<file path="src/rtl/usr_pkg.sv">
// Shared definitions for the universal shift register: operation codes,
// control states and small mode-classification helpers.
package usr_pkg;

    typedef enum logic [2:0] {
        MODE_HOLD = 3'b000,
        MODE_SHR  = 3'b001,
        MODE_SHL  = 3'b010,
        MODE_LOAD = 3'b011,
        MODE_ROR  = 3'b100,
        MODE_ROL  = 3'b101,
        MODE_ASR  = 3'b110,
        MODE_RSVD = 3'b111
    } usr_mode_e;

    typedef enum logic {
        ST_IDLE = 1'b0,
        ST_RUN  = 1'b1
    } usr_state_e;

    // Modes that move bits one position per step
    function automatic logic is_step_mode(usr_mode_e m);
        logic r;
        case (m)
            MODE_SHR, MODE_SHL, MODE_ROR, MODE_ROL, MODE_ASR: r = 1'b1;
            default:                                          r = 1'b0;
        endcase
        return r;
    endfunction

    // Right-moving modes report the departing LSB on sout_r, the rest on sout_l
    function automatic logic is_right_mode(usr_mode_e m);
        logic r;
        case (m)
            MODE_SHR, MODE_ROR, MODE_ASR: r = 1'b1;
            default:                      r = 1'b0;
        endcase
        return r;
    endfunction

endpackage

</file>
<file path="src/rtl/usr_step.sv">
// One-bit combinational step of the shift register for the given mode.
// Non-moving modes pass the register through unchanged.
module usr_step
    import usr_pkg::*;
#(
    parameter int WIDTH = 4
) (
    input  logic [WIDTH-1:0] q,
    input  usr_mode_e        mode,
    input  logic             sin_r,
    input  logic             sin_l,
    output logic [WIDTH-1:0] q_next,
    output logic             out_r,
    output logic             out_l
);

    assign out_r = q[0];
    assign out_l = q[WIDTH-1];

    always_comb begin
        q_next = q;
        case (mode)
            MODE_SHR: q_next = {sin_r, q[WIDTH-1:1]};
            MODE_SHL: q_next = {q[WIDTH-2:0], sin_l};
            MODE_ROR: q_next = {q[0], q[WIDTH-1:1]};
            MODE_ROL: q_next = {q[WIDTH-2:0], q[WIDTH-1]};
            MODE_ASR: q_next = {q[WIDTH-1], q[WIDTH-1:1]};
            default:  q_next = q;
        endcase
    end

endmodule

</file>
<file path="src/rtl/usr_multi.sv">
// Multi-step universal shift register: accepts an operation when idle and
// runs shift/rotate modes for a (saturated) number of one-bit steps.
module usr_multi
    import usr_pkg::*;
#(
    parameter int WIDTH = 4,
    parameter int CW    = $clog2(WIDTH) + 1
) (
    input  logic             clk,
    input  logic             rst,
    input  logic             start,
    input  logic [2:0]       mode,
    input  logic [CW-1:0]    count,
    input  logic [WIDTH-1:0] pin,
    input  logic             sin_r,
    input  logic             sin_l,
    output logic [WIDTH-1:0] pout,
    output logic             sout_r,
    output logic             sout_l,
    output logic             busy,
    output logic             done
);

    usr_state_e       state_reg, state_next;
    usr_mode_e        mode_reg, mode_next;
    logic [CW-1:0]    remain_reg, remain_next;
    logic [WIDTH-1:0] pout_reg, pout_next;
    logic             sout_r_reg, sout_r_next;
    logic             sout_l_reg, sout_l_next;
    logic             done_reg, done_next;

    usr_mode_e        mode_in, step_mode;
    logic [CW-1:0]    steps;
    logic [WIDTH-1:0] q_next;
    logic             out_r, out_l, do_step;

    assign mode_in = usr_mode_e'(mode);

    // The first step happens on the acceptance edge, so the live mode input
    // drives the datapath while idle and the latched mode thereafter.
    assign step_mode = (state_reg == ST_RUN) ? mode_reg : mode_in;
    assign steps     = (count > CW'(WIDTH)) ? CW'(WIDTH) : count;

    usr_step #(.WIDTH(WIDTH)) u_step (
        .q      (pout_reg),
        .mode   (step_mode),
        .sin_r  (sin_r),
        .sin_l  (sin_l),
        .q_next (q_next),
        .out_r  (out_r),
        .out_l  (out_l)
    );

    always_comb begin
        state_next  = state_reg;
        mode_next   = mode_reg;
        remain_next = remain_reg;
        pout_next   = pout_reg;
        sout_r_next = sout_r_reg;
        sout_l_next = sout_l_reg;
        done_next   = 1'b0;
        do_step     = 1'b0;

        case (state_reg)
            ST_IDLE: begin
                if (start) begin
                    mode_next = mode_in;
                    if (mode_in == MODE_LOAD) begin
                        pout_next = pin;
                        done_next = 1'b1;
                    end else if (!is_step_mode(mode_in) || steps == '0) begin
                        done_next = 1'b1;
                    end else begin
                        do_step = 1'b1;
                        if (steps == CW'(1)) begin
                            done_next = 1'b1;
                        end else begin
                            state_next  = ST_RUN;
                            remain_next = steps - CW'(1);
                        end
                    end
                end
            end
            ST_RUN: begin
                do_step     = 1'b1;
                remain_next = remain_reg - CW'(1);
                if (remain_reg == CW'(1)) begin
                    state_next = ST_IDLE;
                    done_next  = 1'b1;
                end
            end
            default: state_next = ST_IDLE;
        endcase

        if (do_step) begin
            pout_next = q_next;
            if (is_right_mode(step_mode)) sout_r_next = out_r;
            else                          sout_l_next = out_l;
        end
    end

    always_ff @(posedge clk) begin
        if (rst) begin
            state_reg  <= ST_IDLE;
            mode_reg   <= MODE_HOLD;
            remain_reg <= '0;
            pout_reg   <= '0;
            sout_r_reg <= 1'b0;
            sout_l_reg <= 1'b0;
            done_reg   <= 1'b0;
        end else begin
            state_reg  <= state_next;
            mode_reg   <= mode_next;
            remain_reg <= remain_next;
            pout_reg   <= pout_next;
            sout_r_reg <= sout_r_next;
            sout_l_reg <= sout_l_next;
            done_reg   <= done_next;
        end
    end

    assign pout   = pout_reg;
    assign sout_r = sout_r_reg;
    assign sout_l = sout_l_reg;
    assign busy   = (state_reg == ST_RUN);
    assign done   = done_reg;

endmodule

</file>
<file path="config.mk">
export PLATFORM = sky130hd
export DESIGN_NAME = usr_multi
export DESIGN_NICKNAME = d
export VERILOG_FILES = /design/src/rtl/usr_pkg.sv /design/src/rtl/usr_step.sv /design/src/rtl/usr_multi.sv
export SDC_FILE = /design/constraint.sdc
export NUM_CORES = 1
export LEC_CHECK = 0
export ABC_CLOCK_PERIOD_IN_PS = 2100
export BUFFER_PORTS_ARGS = -buffer_cell sky130_fd_sc_hd__clkbuf_2
export CORE_UTILIZATION = 40
export CTS_CLUSTER_DIAMETER = 120
export CTS_CLUSTER_SIZE = 8
export DETAILED_ROUTE_END_ITERATION = 10
export GPL_TIMING_DRIVEN = 0
export MAX_ROUTING_LAYER = met4
export SLEW_MARGIN = 15
export SYNTH_ARGS = -nofsm -noshare
export SYNTH_HDL_FRONTEND = slang
export SYNTH_SLANG_ARGS = --single-unit
</file>
<file path="constraint.sdc">
create_clock -name clk -period 2.1 [get_ports clk]
set_input_delay 0.21 -clock clk [delete_from_list [all_inputs] [get_ports clk]]
set_output_delay 0.21 -clock clk [all_outputs]
set_load 0.1 [all_outputs]
</file>
==> impl_metrics.tcl, run 1 <==
set metrics [dict create \
    outcome "complete, no violations" \
    p_comb_share_pct 42.2 \
    finalHoldViolations 0 \
    insertion_delay_ns 0.28 \
    coreArea_um2 2450 \
    synthTopCellsByArea "dfxtp_1 27%, mux2i_1 6.8%, ha_1 6.1%" \
    synth_xor_area_share_pct 1.69 \
    final_cell_count_no_fill 181 \
    mostFrequentLayoutCell "clkbuf_2" \
    ir_drop_v 0.000528 \
    start_kind "flip-flop" \
    ys_seq_area_share_pct 27.1 \
    critPathKind "reg2reg" \
    overflow 0 \
    crit_fanout 7 \
    power.total_mw 0.876 \
    synth_cell_types 41 \
    layout-drive-gt1-share_pct 27.8 \
    dp_slack_ns -0.0836 \
    synth-compound-area-share_pct 23.4 \
    first_pass_iters 4 \
    clockBufferDepth 2 \
    grt_antenna_before_repair 0 \
    syn_area_um2 1030 \
    grt_pass1_vias 896 \
    clk_pin_slew_ns 0.09 \
    routed_wl_mm 2.29 \
    synthSimpleGateAreaFrac_pct 21.9 \
    drv_slew 0 \
    drv_cap 0 \
    cts_buffers 3 \
    dp_cells 177 \
    cts_tree "yes" \
    synthMuxAreaShare_pct 11.7 \
    antenna_cells 0 \
    clkPwrFrac_pct 21.9 \
    max_stage_delay_ns 0.41 \
    die-height_um 52.8 \
    syn_inst 125 \
    drt_iter0_drc 23 \
    wl_per_cell_um 12.6 \
    worstPathRequired_ns 2.26 \
    mostFrequentLayoutCells "22 x clkbuf_2, 13 x dfxtp_1, 10 x inv_1, 10 x nor2_1, 7 x a21oi_1" \
    globalplace.congestion 0.832 \
    synth_fa_ha_area_share_pct 6.05 \
    remaining_drc_errors 0 \
    synth-edff-count 0 \
    cts_sinks 14 \
    finalClockSkew_ns 0.00682 \
    yosysWarnings 0 \
    root_buffer "clkbuf_4" \
    rows 18 \
    n_fill_cell 260 \
    end_kind "flip-flop" \
    port_buffers 22 \
    synth_top_family_by_area "compound AO/OA/AOI/OAI gates" \
    p_leak_nw 0.525 \
    holdPathStages 3 \
    vias_per_cell 5.49 \
    area_delta_synth_final_pct 18.5 \
    p_sw_share_pct 40.9 \
    p_seq_share_pct 36.0 \
    die-area_um2 2790 \
    synthesis.nets 145 \
    p_sw_mw 0.358 \
    grt_pass1_wl_mm 3.71 \
    h-tree-depth 1 \
    synth_top_cell_area_share_pct 27.1 \
    tns_ns 0 \
    nNetsFinal 172 \
    rsz0062_at_grt "false" \
    dp_hpwl_mm 1.83 \
    synth_flop_cell "dfxtp_1" \
    internal_power_mw 0.518 \
    grt_usage_pct 18.6 \
    initial_core_util_pct 42.1 \
    yosys.area.top_type "dfxtp_1" \
    arrival_ns 2.08 \
    setup_ws_ns 0.176 \
    ios 23 \
    powerDensity_nw_per_um2 715 \
    grt_max_degree 11 \
    worst_pin_slew_ns 0.592 \
    ys_ff_latch 14 \
    largest_reg_flops 4 \
    syn_avg_cell_area_um2 8.27 \
    relSlewSlack_pct 60.0 \
    drt.antenna.violating_nets 0 \
    setup_viol 0 \
    fmax_mhz 520 \
    die_x_um 52.8 \
    r2r_cells 6 \
    vias 993 \
    slowest_stage "mux2i_2" \
    period_needed_ns 1.92 \
    async_flop_share_pct 0 \
    path_cells "buf_6, mux2i_2, xnor2_1, or2_4, a211oi_1, o21ai_1" \
    min_path_type "in2reg" \
    period_share_pct 91.6 \
]
## repair_timing
item | in CTS | in global routing
gates resized for setup | 0 | 1
hold buffers | 0 | 0
endpoints found under the setup margin | 0 | 1
buffers inserted | 0 | 0
## cells in the mapped netlist (3+ instances only)
cell / instances
a211oi_1: 6
a21oi_1: 7
a31oi_1: 3
dfxtp_1: 14
ha_1: 5
inv_1: 10
mux2i_1: 7
nand2_1: 6
nand3_1: 4
nand4_1: 4
nor2_1: 10
nor3_1: 5
o21ai_0: 6
o21ai_1: 3
## per-layer routing
layer / routed length (um) / vias up / global-route usage, %
met3: 53 / 2 / 2.32
li1: - / 515 / -
met1: 1080 / 464 / 21.7
met2: 1140 / 12 / 31.9
met4: 14 / 0 / 7.46
met5: 0 / - / -
## power groups by stage
stage               Sequential [mW]  Clock (mW)  Combinational (mW)
finish                        0.315       0.191               0.369
global route                  0.319       0.212               0.402
CTS                           0.315       0.199               0.370
detailed placement            0.321           0               0.368
global placement              0.321           0               0.363
floorplan                     0.388           0               0.226
## critical path: cells and delay by family (launching register included)
kind                      cells  cell delay [ns]
xor gates and xnor gates      1             0.18
muxes                         1             0.41
AOI/OAI and AO/OA             2             0.44
buffers and inverters         1             0.13
DFF                           1             0.35
and+or+nand+nor               1             0.29
## per-stage QoR
| step | util (%) | hold WS (ns) | cell area, um2 |
|---|---|---|---|
| after CTS | 49.7 | 0.225 | 1220 |
| final | 49.9 | 0.235 | 1220 |
| after global placement | 48.3 | 0.465 | 1180 |
| after floorplan | - | 0.357 | 1040 |
| after detailed placement | 48.3 | 0.482 | 1180 |
| after global routing | 49.9 | 0.274 | 1220 |
## area by class of cell
class	instances	area (um2)	area share [%]
buffer	6	46.3	3.78
clock buffer	4	36.3	2.96
inverter	10	37.5	3.06
multi-input combinational	95	673	55.0
sequential	14	284	23.2
tap	30	37.5	3.06
timing repair buffer	22	110	8.99
## final timing paths
path | startpoint | to | slack (ns)
worst max-delay path | busy | pout[0] | 0.18
worst min-delay path | pin[2] | pout[2] | 0.24
worst max register to register | busy | pout[0] | 0.18
worst min register to register | remain_reg[0] | remain_reg[0] | 0.49
## cells by family (layout without fill, tap and decap cells)
group / Yosys count / in the layout
and+or+nand+nor: 42 / 42
AOI/OAI and AO/OA: 35 / 35
buffers and inverters: 16 / 42
DFF: 14 / 14
muxes: 11 / 11
adders and majority gates: 5 / 5
xor gates and xnor gates: 2 / 2
Power figures use the tool's default switching activity.
==> run 2: changes to the inputs <==
- ABC_CLOCK_PERIOD_IN_PS: 2100 -> 1550
- clock period: 2.1 -> 1.55 ns (I/O delays scaled with it)
==> impl_metrics.tcl, run 2 (synthesis results as in run 1) <==
set metrics [dict create \
    outcome "finished with violations" \
    violations "setup timing" \
    grt_antenna_before_repair 0 \
    arrival_ns 1.94 \
    multi_input_area_um2 843 \
    critPathTopFamily "flip-flops" \
    rows 18 \
    cts_buffers 3 \
    path_cells "mux2i_4, xnor2_2, or2_4, o2111a_1, o21ai_1" \
    crit_buf_inv 0 \
    p_leak_nw 0.617 \
    seq_area_um2 284 \
    coreArea_um2 2450 \
    relSlewSlack_pct 64.0 \
    worst_pin_slew_ns 0.542 \
    overflow 0 \
    remaining_drc_errors 0 \
    routed_wl_mm 2.75 \
    first_pass_iters 4 \
    dp_slack_ns -0.477 \
    vias_per_cell 5.63 \
    dp_hpwl_mm 1.83 \
    cts_tree "yes" \
    slowest_stage "dfxtp_4" \
    period_share_pct 112 \
    end_kind "flip-flop" \
    dp_cells 177 \
    ir_drop_v 0.000570 \
    tns_ns -0.829 \
    start_kind "flip-flop" \
    grt_pass1_wl_mm 4.00 \
    drt.antenna.violating_nets 0 \
    r2r_slack_ns -0.18 \
    drt_iter0_drc 14 \
    crit_fanout 7 \
    powerDensity_nw_per_um2 905 \
    die-height_um 52.8 \
    setup_viol 6 \
    timing.hold.ws_ns 0.164 \
    port_buffers 22 \
    cts_hold_buf 0 \
    grt_pass1_vias 905 \
    n_fill_cell 238 \
    largest_reg_flops 4 \
    drv_cap 0 \
    grt_usage_pct 20.1 \
    mostFrequentLayoutCell "clkbuf_2" \
    antenna_cells 0 \
    rsz0062_at_grt "true" \
    globalplace.congestion 0.805 \
    grt_max_degree 11 \
    ios 23 \
    finalHoldViolations 0 \
    min_path_type "in2reg" \
    initial_core_util_pct 42.1 \
    mostFrequentLayoutCells "22 x clkbuf_2, 13 x dfxtp_1, 12 x buf_4" \
    cts_sinks 14 \
    clockBufferDepth 2 \
    vias 1076 \
    max_stage_delay_ns 0.47 \
    setup_ws_ns -0.179 \
    root_buffer "clkbuf_4" \
    critPathKind "reg2reg" \
    fmax_mhz 578 \
    die_x_um 52.8 \
    nNetsFinal 182 \
    drv_slew 0 \
    worstPathRequired_ns 1.76 \
    die-area_um2 2790 \
    layout-drive-gt1-share_pct 46.0 \
    finalClockSkew_ns 0.00574 \
    clk_pin_slew_ns 0.09 \
    final_util_pct 60.4 \
    insertion_delay_ns 0.28 \
    final_cell_count_no_fill 191 \
    period_needed_ns 1.73 \
    wl_per_cell_um 14.4 \
    area_delta_synth_final_pct 43.5 \
    h-tree-depth 1 \
]
## run 2: worst register-to-register path: stages, from the launching register on
cell      delay (ns)
dfxtp_4         0.47
mux2i_4         0.40
xnor2_2         0.12
or2_4           0.29
o2111a_1        0.26
o21ai_1         0.13
## run 2: what timing repair did
action,4_1_cts,5_1_grt
endpoints found under the setup margin,6,12
cloned,0,0
gates resized for setup,11,26
pin swaps,3,13
buffers inserted,4,7
## run 2: layer usage
| layer | global-route usage, % | vias up | routed length (um) |
|---|---|---|---|
| met5 | - | - | 0 |
| met1 | 25.2 | 518 | 1160 |
| met2 | 34.0 | 21 | 1450 |
| met3 | 1.74 | 2 | 117 |
| li1 | - | 535 | - |
| met4 | 6.58 | 0 | 18 |
## run 2: worst paths after layout
path	startpoint	to	cells past startpoint
max	busy	pout[3]	5
min	pin[2]	pout[2]	3
max reg2reg	busy	pout[3]	5
min reg2reg	remain_reg[2]	remain_reg[2]	2
## run 2: area by class of cell
cell class | instances | share of cell area, %
inverters | 10 | 2.70
repair buffers | 33 | 13.2
clock buffers | 4 | 2.45
plain buffers | 5 | 3.04
multi-input cells | 95 | 56.9
well taps | 30 | 2.53
flip-flops and latches | 14 | 19.2
## run 2: report_power, final
group / internal, mW / total, mW / switching [mW]
combinational: 0.246 / 0.632 / 0.386
sequential: 0.396 / 0.443 / 0.0472
clock: 0.143 / 0.267 / 0.124
total: 0.785 / 1.34 / 0.557
## run 2: stage by stage
stage | instance area (um2) | total power [mW]
global route | 1480 | 1.42
floorplan | 1050 | 0.838
finish | 1480 | 1.34
CTS | 1310 | 1.24
detailed placement | 1200 | 0.940
global placement | 1200 | 0.933
